`config.mk`:
```
export PLATFORM = sky130hd
export DESIGN_NAME = streaming_dwc_up
export DESIGN_NICKNAME = d
export VERILOG_FILES = /design/src/rtl/streaming_dwc_up.sv
export SDC_FILE = /design/constraint.sdc
export NUM_CORES = 1
export LEC_CHECK = 0
export ABC_AREA = 1
export CAP_MARGIN = 20
export CORE_UTILIZATION = 49
export DETAILED_ROUTE_END_ITERATION = 8
export GPL_TIMING_DRIVEN = 0
export HOLD_SLACK_MARGIN = 0.1
export PLACE_DENSITY_LB_ADDON = 0.2
export RECOVER_POWER = 50
export SYNTH_ARGS = -nofsm -noshare
export SYNTH_HDL_FRONTEND = slang
export SYNTH_SLANG_ARGS = --single-unit
```
`constraint.sdc`:
```
create_clock -name ap_clk -period 2.7 [get_ports ap_clk]
set_clock_uncertainty 0.1 [all_clocks]
set_input_delay 0.405 -clock ap_clk [delete_from_list [all_inputs] [get_ports ap_clk]]
set_output_delay 0.405 -clock ap_clk [all_outputs]
set_load 0.05 [all_outputs]
```
`src/rtl/streaming_dwc_up.sv`:
```
// streaming_dwc_up
//   Upsizing AXI-Stream width converter. Packs RATIO consecutive IN_WIDTH-bit
//   input words into one IN_WIDTH*RATIO-bit output word, little-endian (the
//   first word of a group lands in the LSBs). Holds one packed output word.
//   While that word waits on the downstream FIFO, the converter keeps
//   accepting the first RATIO-1 words of the next group.
// Ports
//   ap_clk, ap_rst_n             clock, async active-low reset
//   in0_V_V_TDATA/TVALID/TREADY  narrow input stream
//   out_V_V_TDATA/TVALID/TREADY  packed output stream
//   partial                      words held in the packing slots, not yet output
module streaming_dwc_up #(
  parameter int IN_WIDTH  = 8,
  parameter int RATIO     = 2,
  localparam int OUT_WIDTH = IN_WIDTH * RATIO,
  localparam int PW        = $clog2(RATIO)
) (
  input  logic                 ap_clk,
  input  logic                 ap_rst_n,
  input  logic [IN_WIDTH-1:0]  in0_V_V_TDATA,
  input  logic                 in0_V_V_TVALID,
  output logic                 in0_V_V_TREADY,
  output logic [OUT_WIDTH-1:0] out_V_V_TDATA,
  output logic                 out_V_V_TVALID,
  input  logic                 out_V_V_TREADY,
  output logic [PW-1:0]        partial
);

  localparam logic [PW-1:0] LAST = PW'(RATIO - 1);

  logic [RATIO-2:0][IN_WIDTH-1:0] slots;
  logic in_acc, out_acc, completes;

  // Only the completing word needs the output register, so only it can stall.
  assign in0_V_V_TREADY = (partial != LAST) | ~out_V_V_TVALID | out_V_V_TREADY;
  assign in_acc    = in0_V_V_TVALID & in0_V_V_TREADY;
  assign out_acc   = out_V_V_TVALID & out_V_V_TREADY;
  assign completes = in_acc & (partial == LAST);

  // Slots are never cleared between groups; the next group overwrites them.
  for (genvar k = 0; k < RATIO - 1; k++) begin : g_slot
    always_ff @(posedge ap_clk or negedge ap_rst_n) begin
      if (!ap_rst_n)
        slots[k] <= '0;
      else if (in_acc && partial == PW'(k))
        slots[k] <= in0_V_V_TDATA;
    end
  end

  always_ff @(posedge ap_clk or negedge ap_rst_n) begin
    if (!ap_rst_n)
      partial <= '0;
    else if (in_acc)
      partial <= (partial == LAST) ? '0 : partial + 1'b1;
  end

  // A completing word replaces a word being consumed in the same cycle,
  // so valid stays high and the output runs without bubbles.
  always_ff @(posedge ap_clk or negedge ap_rst_n) begin
    if (!ap_rst_n) begin
      out_V_V_TVALID <= 1'b0;
      out_V_V_TDATA  <= '0;
    end else if (completes) begin
      out_V_V_TVALID <= 1'b1;
      out_V_V_TDATA  <= {in0_V_V_TDATA, slots};
    end else if (out_acc) begin
      out_V_V_TVALID <= 1'b0;
    end
  end

endmodule

```
; Yosys cells after proc, flatten, opt, wreduce, memory -nomap -nowiden
; Cells that the tools add are included.
[op_classes]
n_addsub = 1
muxes = 3
n_bitwise = 7
reduce_logical = 2
[ops]
columns = cell, n
row1 = AND 1 bit, 3
row2 = 2-to-1 mux 1 bit, 3
row3 = NOT 1 bit, 2
row4 = bitwise OR 1 bit, 2
row5 = nonzero test 2 bit, 1
row6 = adder 1 bit (second input constant), 1
row7 = logical AND 1 bit, 1
[word_totals]
regBits = 26
in_bits = 12
output_inout_bits = 19
wordCells = 17

; Longest topological paths before layout
[depth]
depth_word = 6
mapped_depth = 6
mapped_depth_nobuf = 5

; Worst setup path before layout
; Ideal clock, no wire load.
[synth_timing]
path_type = register to output
from = register partial
to = output port in0_V_V_TREADY
t_arrival_ns = 1.355
required_ns = 2.195
setup_slack_ns = 0.840
path_stages_with_launch = 4
path_buffers = 2
path_cell_list = dfrtp_1 > buf_4 > buf_2 > nand2_1
[synth_between]
elab_chain_len = 3
[synth_rtl]
columns = item, line
row1 = start: declaration, 26  ; output logic [PW-1:0] partial
row2 = start signal: assignment, 54  ; partial <= (partial == LAST) ? '0 : partial + 1'b1;
row3 = NOT 1 bit, 35  ; assign in0_V_V_TREADY = (partial != LAST) | ~out_V_V_TVALID | out_V_V_TREADY;
row4 = bitwise OR 1 bit (2 in series), 35
row5 = end: declaration, 22  ; output logic in0_V_V_TREADY,
; Every way passes these cells.

; Final worst setup path
; Ends and elaborated chain as after synthesis.

==> metrics.cfg <==
[logic_synthesis]
synthCells=117
synthMostInstantiatedCell=nand2_1
synth_common_cells=nand2_1, dfrtp_1, nand4_1
synth_cell_types=14
syn-mean-instance-area_sq_um=9.357
synthesis.nets=129
synth_warnings=0
synth_ff_type=dfrtp_1
syn-cell-area_sq_um=1095
seq_area_frac_synth=0.5943
ys_ff_latch=26
synth_top_cell_by_area=dfrtp_1
synth.area.top_cells=dfrtp_1, nand2_1, nand4_1, nand3_1, buf_4
synth_edf_count=0
async_reset_ff_frac=1.000
synth.top_cell.area_share=0.5943

[clock_tree]
cts_max_path_buffers=2
cts.htree.levels=1
clk_latency_ns=0.33
cts_made_buffers=3
hold_buffers=0
cts.clk_slew.worst_paths_ns=0.14
clock_sink_count=26
postCtsSetupBuffers=0
cts_tree=done
cts-resized-gates=0
cts_root_buffer=clkbuf_4

[grt]
grt_pass1_vias=949
grt-ovfl-total=0
grt_usage=0.2288
grt_pass1_wl_microns=4153
antenna_found_initial=0
grt_max_degree=15

[die]
top_level_ports=31
num_rows=16
die_area_sq_um=2428
core_area_sq_um=2022
dieHeight_microns=49.27
start_util=0.5415
chipWidth_microns=49.27

[drt]
drt_iter0_drc=24
first_pass_iters=4
routed_wl_microns=2451
drcViolationCount=0
viasPerCell=5.461
vias=972
routedWlPerCell_microns=13.77
ant_nets=0

[place]
dp.cells=174
place_congestion=0.7877
place_area_sq_um=1434
hpwl_microns=1772
port_buffers=29

[power_and_ir_drop]
clock_power_share=0.112
pwr-share-comb=0.533
p_total_w=0.001768
swShare=0.4789
p_int_w=0.0009214
p_seq_frac=0.355
peakVddDrop_mv=0.6549
p_leak_nw=0.7266
p_per_area_nw_per_um2=1237
power.switching_w=0.0008468

[sta]
max_slew_margin=0.5271
finalMaxSlewViolations=0
fin_setup_tns_ns=0
fin_crit_sh=0.9231
hold_violations=0
period_minus_slack_ns=2.492
rsz0062_at_grt=false
setup_viol=0
worst_slew_pin_slew_ns=0.7094
timing.fmax_mhz=401.2

[layout]
area_growth_pct=30.51
final_cell_area_sq_um=1429
drive_above_1_share=0.07285
stdcell_count=178
nNetsFinal=164
antenna_cells=0

[worst_setup_path]
cp_data_arrival_time_ns=1.99
required_ns=2.19
end_kind=output pin
path_class=register to output pin
crit_path_max_fanout=10
start_kind=register

[status]
status=finished, final reports clean

[hold_path]
hold_class=input pin to register

[flow_run]
cap_violations=0

## area by class of cell
type                            instances  area, sq um
Tap cell                               27        33.78
Timing Repair Buffer                   30        294.0
Inverter                                4        15.01
Multi-Input combinational cell         80        355.3
Fill cell                             159        593.1
Sequential cell                        26        650.6
Buffer                                  7        43.79
Clock buffer                            4        36.28
## metrics by stage
step	utilization	setup WS, ns	hold slack, ns
after floorplan	-	0.8400	0.009409
after global placement	0.7017	0.4028	0.3533
after detailed placement	0.7092	0.4102	0.3598
after CTS	0.7271	0.2231	0.3039
after global routing	0.7067	0.1534	0.2790
final	0.7067	0.2076	0.2806
## per-layer routing
| metal | share of wire | GRT usage |
|---|---|---|
| met5 | 0 | 0 |
| met4 | 0.010 | 0.07353 |
| met3 | 0.059 | 0.02804 |
| met2 | 0.51 | 0.4041 |
| met1 | 0.42 | 0.2890 |
## worst paths after layout
kind / startpoint / end / slack (ns) / cells past startpoint
max: partial$_DFFE_PN0N_ / in0_V_V_TREADY / 0.21 / 4
min: in0_V_V_TVALID / out_V_V_TDATA[0]$_DFFE_PN0P_ / 0.28 / 3
max reg2reg: out_V_V_TVALID$_DFFE_PN0P_ / out_V_V_TDATA[5]$_DFFE_PN0P_ / 0.96 / 5
min reg2reg: out_V_V_TDATA[13]$_DFFE_PN0P_ / out_V_V_TDATA[13]$_DFFE_PN0P_ / 0.38 / 2
max in group asynchronous: ap_rst_n / slots[5]$_DFFE_PN0P_ / 1.08 / 2
min in group asynchronous: ap_rst_n / out_V_V_TDATA[0]$_DFFE_PN0P_ / 0.40 / 1
## cell usage in the layout, fill, tap and decap left out
cell type / instances
nor2_1: 1
dfrtp_1: 26
nand3_1: 9
inv_1: 3
clkbuf_8: 1
clkdlybuf4s50_1: 27
inv_2: 1
nand2_1: 53
o21bai_1: 1
nand4_1: 16
clkbuf_1: 2
buf_2: 2
dlygate4sd3_1: 2
clkbuf_4: 3
buf_4: 4
## sequential cells by signal, summed over array words and instances, names as in the netlist
register	flops
partial	1
out_V_V_TDATA	16
slots	8
out_V_V_TVALID	1
## cell families after synthesis
kind of cell	synth area share
AOI/OAI and AO/OA	0.006860
buffers and inverters	0.06057
DFF	0.5943
and+or+nand+nor	0.3383
## power by group through the flow
stage / Clock, W / Combinational (W) / Sequential [W]
3_5_place_dp: 0 / 0.000961 / 0.000640
2_1_floorplan: 0 / 0.000212 / 0.00105
4_1_cts: 0.000197 / 0.000963 / 0.000630
6_report: 0.000198 / 0.000942 / 0.000628
5_1_grt: 0.000214 / 0.000997 / 0.000646
3_3_place_gp: 0 / 0.000940 / 0.000627
## critical path: stages (launching register included)
cell and delay, ns:
dfrtp_1 0.42, buf_4 0.18, buf_2 0.19, nand2_1 0.08, clkdlybuf4s50_1 0.79
Power figures use the tool's default switching activity.
